==> src/rtl/rwt_tag_insert_mux_q.sv <==
// Tag/sample merge: queued tag beats are inserted directly ahead of the sample they annotate,
// with an optional packet-start alignment and a per-sample burst limit.
module rwt_tag_insert_mux_q #(
    parameter int DW        = 64,
    parameter int TW        = 7,
    parameter int TAG_DEPTH = 4,
    parameter int MAX_BURST = 1,
    parameter int ALIGN_SOP = 0
) (
    input  logic                             clk,
    input  logic                             aresetn,
    input  logic                             s_tag_valid,
    output logic                             s_tag_ready,
    input  logic [TW-1:0]                    s_tag_type,
    input  logic [DW-TW-2:0]                 s_tag_data,
    input  logic                             s_valid,
    output logic                             s_ready,
    input  logic [DW-1:0]                    s_data,
    input  logic                             s_last,
    output logic                             m_valid,
    input  logic                             m_ready,
    output logic [DW-1:0]                    m_data,
    output logic                             m_tag_valid,
    output logic [TW-1:0]                    m_tag_type,
    output logic                             m_last,
    output logic [$clog2(TAG_DEPTH+1)-1:0]   tag_level
);
    localparam int PW = DW - TW - 1;
    localparam int AW = $clog2(TAG_DEPTH);
    localparam int LW = $clog2(TAG_DEPTH + 1);
    localparam int BW = $clog2(MAX_BURST + 1);

    logic [TW+PW-1:0] r_fifo [TAG_DEPTH];
    logic [AW-1:0]    r_wr_ptr;
    logic [AW-1:0]    r_rd_ptr;
    logic [LW-1:0]    r_level;
    logic [BW-1:0]    r_burst_cnt;
    logic             r_sop;

    logic             r_m_valid;
    logic             r_m_tag;
    logic             r_m_last;
    logic [DW-1:0]    r_m_data;
    logic             r_k_valid;
    logic             r_k_tag;
    logic             r_k_last;
    logic [DW-1:0]    r_k_data;

    logic             w_empty;
    logic             w_full;
    logic             w_elig;
    logic             w_skid_ready;
    logic             w_in_fire;
    logic [DW-1:0]    w_in_data;
    logic             w_in_last;
    logic             w_push;
    logic             w_pop;

    assign w_empty      = (r_level == '0);
    assign w_full       = (r_level == LW'(TAG_DEPTH));
    assign w_elig       = !w_empty && s_valid && (r_burst_cnt < BW'(MAX_BURST))
                          && ((ALIGN_SOP == 0) || r_sop);
    // Input side sees only the registered skid state, so m_ready never reaches s_ready.
    assign w_skid_ready = !r_k_valid;
    assign w_in_fire    = s_valid && w_skid_ready;
    assign w_in_data    = w_elig ? {1'b0, r_fifo[r_rd_ptr]} : s_data;
    assign w_in_last    = !w_elig && s_last;
    assign w_push       = s_tag_valid && !w_full;
    assign w_pop        = w_in_fire && w_elig;

    assign s_tag_ready  = !w_full;
    assign s_ready      = s_valid && !w_elig && w_skid_ready;

    assign m_valid      = r_m_valid;
    assign m_data       = r_m_data;
    assign m_tag_valid  = r_m_tag;
    assign m_tag_type   = r_m_data[DW-2 -: TW];
    assign m_last       = r_m_last;
    assign tag_level    = r_level;

    always_ff @(posedge clk) begin
        if (w_push) begin
            r_fifo[r_wr_ptr] <= {s_tag_type, s_tag_data};
        end
    end

    always_ff @(posedge clk) begin
        if (!aresetn) begin
            r_wr_ptr <= '0;
            r_rd_ptr <= '0;
            r_level  <= '0;
        end else begin
            if (w_push) begin
                r_wr_ptr <= r_wr_ptr + 1'b1;
            end
            if (w_pop) begin
                r_rd_ptr <= r_rd_ptr + 1'b1;
            end
            case ({w_push, w_pop})
                2'b10:   r_level <= r_level + 1'b1;
                2'b01:   r_level <= r_level - 1'b1;
                default: r_level <= r_level;
            endcase
        end
    end

    always_ff @(posedge clk) begin
        if (!aresetn) begin
            r_burst_cnt <= '0;
            r_sop       <= 1'b1;
        end else if (w_in_fire) begin
            if (w_elig) begin
                r_burst_cnt <= r_burst_cnt + 1'b1;
            end else begin
                r_burst_cnt <= '0;
                r_sop       <= s_last;
            end
        end
    end

    // Skid register absorbs the beat accepted in the cycle the main register stalls.
    always_ff @(posedge clk) begin
        if (!aresetn) begin
            r_m_valid <= 1'b0;
            r_m_tag   <= 1'b0;
            r_m_last  <= 1'b0;
            r_m_data  <= '0;
            r_k_valid <= 1'b0;
            r_k_tag   <= 1'b0;
            r_k_last  <= 1'b0;
            r_k_data  <= '0;
        end else if (!r_m_valid || m_ready) begin
            if (r_k_valid) begin
                r_m_valid <= 1'b1;
                r_m_tag   <= r_k_tag;
                r_m_last  <= r_k_last;
                r_m_data  <= r_k_data;
                r_k_valid <= 1'b0;
            end else begin
                r_m_valid <= w_in_fire;
                if (w_in_fire) begin
                    r_m_tag  <= w_elig;
                    r_m_last <= w_in_last;
                    r_m_data <= w_in_data;
                end
            end
        end else if (w_in_fire) begin
            r_k_valid <= 1'b1;
            r_k_tag   <= w_elig;
            r_k_last  <= w_in_last;
            r_k_data  <= w_in_data;
        end
    end
endmodule

==> config.mk <==
export PLATFORM = sky130hd
export DESIGN_NAME = rwt_tag_insert_mux_q
export DESIGN_NICKNAME = d
export VERILOG_FILES = /design/src/rtl/rwt_tag_insert_mux_q.sv
export SDC_FILE = /design/constraint.sdc
export NUM_CORES = 1
export LEC_CHECK = 0
export CORE_MARGIN = 8
export CORE_UTILIZATION = 55
export DETAILED_ROUTE_END_ITERATION = 8
export HOLD_SLACK_MARGIN = 0.06
export PLACE_DENSITY = 0.79
export SYNTH_ARGS = -nofsm -noshare
export SYNTH_HDL_FRONTEND = slang
export SYNTH_SLANG_ARGS = --single-unit
==> constraint.sdc <==
create_clock -name clk -period 3.56 [get_ports clk]
set_input_delay 0.534 -clock clk [delete_from_list [all_inputs] [get_ports clk]]
set_output_delay 0.534 -clock clk [all_outputs]
set_load 0.05 [all_outputs]
==> results of run 1 <==
how the worst min path moves through the flow:
| stage | slack [ns] | to | cells past startpoint |
|---|---|---|---|
| final | 0.48 | m_last | 2 |
| after global routing | 0.49 | r_burst_cnt | 2 |
| after CTS | 0.48 | m_last | 2 |
| after detailed placement | 0.47 | m_last | 2 |
| after global placement | 0.45 | flop | 2 |
| after floorplan | 0.44 | r_burst_cnt | 2 |
final cells by class:
cell class              count  area (um^2)
inverters                   5         23.8
clock inverters            23          241
clock buffers              51         1080
repair buffers            234         2380
well taps                 402          503
flip-flops and latches    396        10500
multi-input cells         763         6150
diodes                      6         15.0
fillers                  2282        10700
registers in the layout, summed over array words and instances (netlist names), 2 cells and up, named ones only:
register	flops
r_k_data	64
r_wr_ptr	2
m_data	64
tag_level	3
r_fifo	252
r_rd_ptr	2
critical path, cell delays in order (launching register included):
cell and delay (ns):
sky130_fd_sc_hd__dfxtp_4 1.04, sky130_fd_sc_hd__nand2b_4 0.65, sky130_fd_sc_hd__a21oi_1 0.09, sky130_fd_sc_hd__buf_4 0.22
synth_stat cells (6+ instances only):
master                     instances
sky130_fd_sc_hd__a21oi_1         139
sky130_fd_sc_hd__buf_2            37
sky130_fd_sc_hd__o21ai_0         130
sky130_fd_sc_hd__nand3_1          67
sky130_fd_sc_hd__edfxtp_1        252
sky130_fd_sc_hd__a31oi_1          63
sky130_fd_sc_hd__nand4_1          64
sky130_fd_sc_hd__buf_4            14
sky130_fd_sc_hd__mux4_2           60
sky130_fd_sc_hd__nand2b_1         65
sky130_fd_sc_hd__nand2_1           6
sky130_fd_sc_hd__a311oi_2         63
sky130_fd_sc_hd__buf_6            26
sky130_fd_sc_hd__o211ai_1         67
sky130_fd_sc_hd__clkbuf_1         70
sky130_fd_sc_hd__dfxtp_1         144
sky130_fd_sc_hd__buf_12            6
kinds of logic after synthesis:
group                      count (synthesis)  synth area share (%)
muxes                                     65                  8.25
adders and majority gates                  6                 0.470
DFF                                      396                  59.4
buffers and inverters                    165                  5.95
xor gates and xnor gates                   2                0.0996
and+or+nand+nor                          221                  7.37
AOI/OAI and AO/OA                        469                  18.5
routing by layer:
metal / up-vias / global-route usage (%)
met2: 666 / 38.4
met3: 126 / 5.04
met1: 6288 / 31.3
met4: 10 / 9.07
li1: 5519 / -
met5: - / 0
metrics by stage:
stage / hold slack [ns] / util (%) / instances
5_1_grt: 0.494 / 66.1 / 1879
4_1_cts: 0.475 / 66.1 / 1874
3_5_place_dp: 0.467 / 61.8 / 1800
2_1_floorplan: 0.440 / - / 1324
3_3_place_gp: 0.447 / 61.8 / 1800
6_report: 0.478 / 66.1 / 1880
power by group:
group	leakage (nW)	internal, mW	switching (mW)
Combinational	2.29	1.33	2.36
Sequential	3.50	5.30	0.285
Clock	0.645	2.52	1.70
==> out/summary.md, run 1 <==
* run status: completed
* standard cell core area: 31600 um^2
* proportion of synthesized flip-flops having asynchronous set or reset: 0%
* share of synthesized area occupied by flip-flops and latches: 59.4%
* worst setup path startpoint: r_k_valid
* ports placed on the boundary: 212
* number of different library cells in the post-synthesis netlist: 45
* capture point of the critical path: s_ready
* largest fanout on the critical path: 73
* number of register bits inferred by synthesis: 396
* antenna violation net count after detailed routing: 0
* worst reg2reg setup slack: 0.73 ns
* Syn. warnings: 0
* dpl cell area: 19500 um^2
* final count of negative-setup-slack endpoints: 0
* post-route total power: 13.5 mW
* PortBufs: 211
* Final Hold Violating Endpoints: 0
* number of maximum-capacitance constraint violations: 0
* number of post-CTS setup repair buffers: 0
* TritonRoute pass-1 iters: 5
* EDFF count, synth: 252
* cell depth of the worst flop-to-flop path: 5
* Routed met3 length: 3.95 mm
* wire length of the first global-routing pass: 72.4 mm
* clock root buffer: sky130_fd_sc_hd__clkbuf_16
* origin of the worst min-delay path: r_k_last
* setup tns final: 0 ns
* clock sink total: 396
* placed wire-length estimate: 26.8 mm
* commonest cells after routing, fill and taps aside: 252 x sky130_fd_sc_hd__edfxtp_1, 209 x sky130_fd_sc_hd__clkdlybuf4s50_1, 141 x sky130_fd_sc_hd__dfxtp_1
* initial antenna violation count: 10
* worst slew margin relative to its limit: 30.5%
* number of nets in the layout: 1580
* top cells by area, synth: sky130_fd_sc_hd__edfxtp_1 43%, sky130_fd_sc_hd__dfxtp_1 16%, sky130_fd_sc_hd__mux4_2 7.7%
* number of instances in the synthesized netlist: 1324
* net count of the mapped netlist: 1463
* Bufs on Longest Clock Path: 3
* htree depth: 2
* number of rows in the core area: 65
* CTS tree: done
* highest routing layer actually used: met5
* overall fraction of global-route tracks in use: 23.8%
* launch instance of the worst register-to-register path: r_k_valid
* Critical Path Source Type: flop
* Clk pin slew, worst setup/hold paths: 0.06 ns
* area share of the leading cell type in the synthesized netlist: 43.0%
* Vias: 12609
* mapped cell area: 17600 um^2
* Avg Synthesized Cell Area: 13.3 um^2
* RR Endpoint: m_data[39]
* cell taking the most area after synthesis: sky130_fd_sc_hd__edfxtp_1
* GPL Wtd Cong: 0.785
* post-cts sizing count: 0
* Peak supply drop: 0.000546 V
* fraction of final layout cells sized beyond drive strength 1: 15.0%
* element type at the critical path end: output port
* number of buffers added to fix hold violations after cts: 0
* DRC violations left: 0
* required time at the endpoint of the critical path: 3.03 ns
* actual slew at the worst max-slew pin: 1.04 ns
* total count of max-transition violations in the final report: 0
* TritonCTS Buffers: 41
* post-placement worst setup slack: 0.715 ns
* arrival time worst endpoint: 2.54 ns
* Vert. Die Dim: 195 um
* critical path type: flop to output port
* total wire length after detailed routing: 46.4 mm
* width of the die: 195 um
* Post-Route M1 WL: 18.8 mm
* class of the tightest hold or removal check: flop to flop
* leakage dissipation: 6.43 nW
* most common library cell in the layout ignoring fill and taps: sky130_fd_sc_hd__edfxtp_1
* unrepaired setup endpoints after global routing: no
* routed length per instance: 24.7 um
* number of global-route vias before repair: 12611
* met2 layer wire length in the routed design: 22.1 mm
* clock latency at the later pin of the worst-skew pair: 0.52 ns
* area of all placed cells without fillers: 20900 um^2
* skew final: 0.0176 ns
* pin count of the biggest net entering global routing: 130
* highest clock rate: 325 MHz
* Initial DRC Count: 1314
* power density relative to cell area: 647 nW/um^2
* flip-flop cell with the highest count after synthesis: sky130_fd_sc_hd__edfxtp_1
* via density per instance: 6.71
* global route total overflow: 0
* Area Growth Syn to Fin: 18.6%
* initial core utilization: 55.7%
* Worst Setup Slack, final: 0.481 ns
* final worst path period share: 86.5%
* Die Footprint: 38000 um^2
* clock period minus worst slack: 3.08 ns
No activity file was read; power rests on OpenSTA's default activity.
==> run 2: changes to the inputs <==
- CORE_UTILIZATION: 55 -> 56
- CTS_CLUSTER_DIAMETER: not set -> 50
- PLACE_DENSITY: 0.79 -> 0.8
==> run 2 against run 1 <==
Sequential share of layout area down 0.50 points. Clock power increased by 8.0%. Clock skew rose by 0.0020 ns. Worst hold slack gained 0.0017 ns. Count of clock-buffer cells in the layout grew 13. Final cell count is 0.69% higher. Worst setup slack better by 0.15 ns. Core utilization increased by 1.4 points. Fmax up 5.0%. Critical path type is now input pin to output port. Critical endpoint unchanged.
==> out/summary.md, run 2 (synthesis results as in run 1) <==
* run status: completed
* final count of negative-setup-slack endpoints: 0, unchanged
* PortBufs: 211, unchanged
* critical path type: input pin to output port
* initial core utilization: 56.3%, +0.58 points
* origin of the worst min-delay path: r_burst_cnt
* total wire length after detailed routing: 46.5 mm, +0.20%
* fraction of final layout cells sized beyond drive strength 1: 16.0%, +1.0 points
* dpl cell area: 19600 um^2, +0.36%
* DRC violations left: 0, unchanged
* number of buffers added to fix hold violations after cts: 0, unchanged
* required time at the endpoint of the critical path: 3.03 ns, about the same
* max FFs per register: 252, unchanged
* global route total overflow: 0, unchanged
* standard cell core area: 31200 um^2, -1.0%
* area of all placed cells without fillers: 21100 um^2, +1.0%
* class of the tightest hold or removal check: flop to flop
* total count of max-transition violations in the final report: 0, unchanged
* element type at the critical path end: output port
* number of global-route vias before repair: 12716, +0.83%
* actual slew at the worst max-slew pin: 1.02 ns, -0.0202 ns
* Buf+Inv Stages, Crit Path: 3, +2
* worst slew margin relative to its limit: 31.9%, +1.3 points
* Area Growth Syn to Fin: 19.8%
* power density relative to cell area: 658 nW/um^2, +1.6%
* highest clock rate: 341 MHz, +5.0%
* Final Hold Violating Endpoints: 0, unchanged
* routed length per instance: 24.6 um, -0.49%
* largest fanout on the critical path: 129, +77%
* width of the die: 193 um, -0.82%
* Hold EP: r_burst_cnt
* kind of cell with the highest combined delay on the critical path: buffers and inverters
* maximum cell stage delay along the critical path: 0.66 ns, -0.38 ns
* leakage dissipation: 6.53 nW, +1.6%
* Clk pin slew, worst setup/hold paths: 0.06 ns, about the same
* TritonCTS Buffers: 43, +4.9%
* Initial DRC Count: 1222, -7.0%
* Die Footprint: 37300 um^2, -1.6%
* worst reg2reg setup slack: 0.88 ns, +0.15 ns
* Peak supply drop: 0.000598 V, +9.5%
* Hold Path Stages: 2, unchanged
* antenna violation net count after detailed routing: 0, unchanged
* commonest cells after routing, fill and taps aside: 252 x sky130_fd_sc_hd__edfxtp_1, 209 x sky130_fd_sc_hd__clkdlybuf4s50_1, 141 x sky130_fd_sc_hd__dfxtp_1
* post-cts sizing count: 0, unchanged
* number of inserted filler cells in the final layout: 2228, -2.4%
* setup tns final: 0 ns, unchanged
* initial antenna violation count: 11, +1
* final worst path period share: 82.4%, -4.1 points
* clock sink total: 396, unchanged
* worst path cell trace: clkdlybuf4s50_1, and2b_4, buf_12, a21oi_1, buf_4
* cell depth of the worst flop-to-flop path: 5, unchanged
* clock root buffer: sky130_fd_sc_hd__clkbuf_16
* placed wire-length estimate: 27.1 mm, +1.1%
* number of maximum-capacitance constraint violations: 0, unchanged
* number of nets in the layout: 1588, +0.51%
* final worst hold slack: 0.480 ns, +0.00168 ns
* Bufs on Longest Clock Path: 3, unchanged
* number of rows in the core area: 65, unchanged
* via density per instance: 6.63, -1.1%
* register bank with the most flops: r_fifo
* number of post-CTS setup repair buffers: 0, unchanged
* GPL Wtd Cong: 0.795, +1.2%
* pin count of the biggest net entering global routing: 130, unchanged
* launch instance of the worst register-to-register path: tag_level[0]
* TritonRoute pass-1 iters: 6, +1
* Vias: 12552, -0.45%
* clock period minus worst slack: 2.93 ns, -0.147 ns
* arrival time worst endpoint: 2.40 ns, -0.14 ns
* skew final: 0.0196 ns, +0.00205 ns
* cell type of the slowest stage on the worst timing path: sky130_fd_sc_hd__clkdlybuf4s50_1
* unrepaired setup endpoints after global routing: no
* most common library cell in the layout ignoring fill and taps: sky130_fd_sc_hd__edfxtp_1
* Critical Path Source Type: input pin
* CTS tree: done
* RR Endpoint: m_data[17]
* Worst Setup Slack, final: 0.628 ns, +0.147 ns
* wire length of the first global-routing pass: 72.7 mm, +0.53%
* clock latency at the later pin of the worst-skew pair: 0.55 ns, +0.03 ns
* ports placed on the boundary: 212, unchanged
* post-route total power: 13.9 mW, +2.7%
* Vert. Die Dim: 193 um, -0.82%
* post-placement worst setup slack: 0.743 ns, +0.0278 ns
* overall fraction of global-route tracks in use: 24.3%, +0.48 points
* Crit path depth: 5, +2
* htree depth: 2, unchanged
## run 2: cell types whose count changed in the layout (fill, tap and decap cells not counted), moves of 2 or more
cell and change:
sky130_fd_sc_hd__clkinv_1 -9, sky130_fd_sc_hd__clkbuf_8 +5, sky130_fd_sc_hd__buf_4 +4, sky130_fd_sc_hd__clkbuf_1 +4, sky130_fd_sc_hd__clkbuf_16 +3, sky130_fd_sc_hd__buf_12 +2, sky130_fd_sc_hd__clkinv_2 -2, sky130_fd_sc_hd__clkinv_4 +2
## run 2: where the power goes
group | leakage (nW) | internal (mW) | switching [mW] | total (mW)
Clock | 0.712 | 2.75 | 1.82 | 4.57
Sequential | 3.50 | 5.30 | 0.273 | 5.58
Combinational | 2.32 | 1.34 | 2.38 | 3.72
Total | 6.53 | 9.39 | 4.47 | 13.9
## run 2: per-layer routing
metal / up-vias / track usage [%] / wire length [um]
met2: 656 / 39.0 / 22300
met4: 10 / 10.9 / 1490
li1: 5547 / - / -
met5: - / 0 / 68
met1: 6228 / 31.4 / 18700
met3: 111 / 5.33 / 3940
## run 2: worst max path at each step
| stage | from | end |
|---|---|---|
| detailed placement | s_valid | tag_level[2] |
| CTS | tag_level[2] | s_tag_ready |
| global placement | s_valid | tag_level[2] |
| floorplan | tag_level[0] | r_fifo[0][0] |
| finish | s_valid | s_ready |
| global route | s_valid | s_ready |
## run 2: worst reg2reg max path, stage by stage (launching register included)
cell and delay [ns]:
sky130_fd_sc_hd__dfxtp_1 0.50, sky130_fd_sc_hd__or3_4 0.20, sky130_fd_sc_hd__buf_4 0.51, sky130_fd_sc_hd__buf_4 0.76, sky130_fd_sc_hd__nand4_1 0.28, sky130_fd_sc_hd__a311oi_2 0.34
## run 2: per-stage QoR
step	std cells	util, %
after floorplan	1324	-
after global placement	1806	62.7
after detailed placement	1806	62.7
after CTS	1886	67.4
after global routing	1893	67.5
final	1893	67.5
## run 2: area by class of cell
type / count / area, um^2 / share of cell area, %
Clock inverter: 16 / 211 / 1.00
Inverter: 5 / 23.8 / 0.113
Clock buffer: 64 / 1250 / 5.94
Antenna cell: 7 / 17.5 / 0.0832
Timing Repair Buffer: 240 / 2450 / 11.6
Multi-Input combinational cell: 763 / 6150 / 29.2
Sequential cell: 396 / 10500 / 49.7
Tap cell: 402 / 503 / 2.39
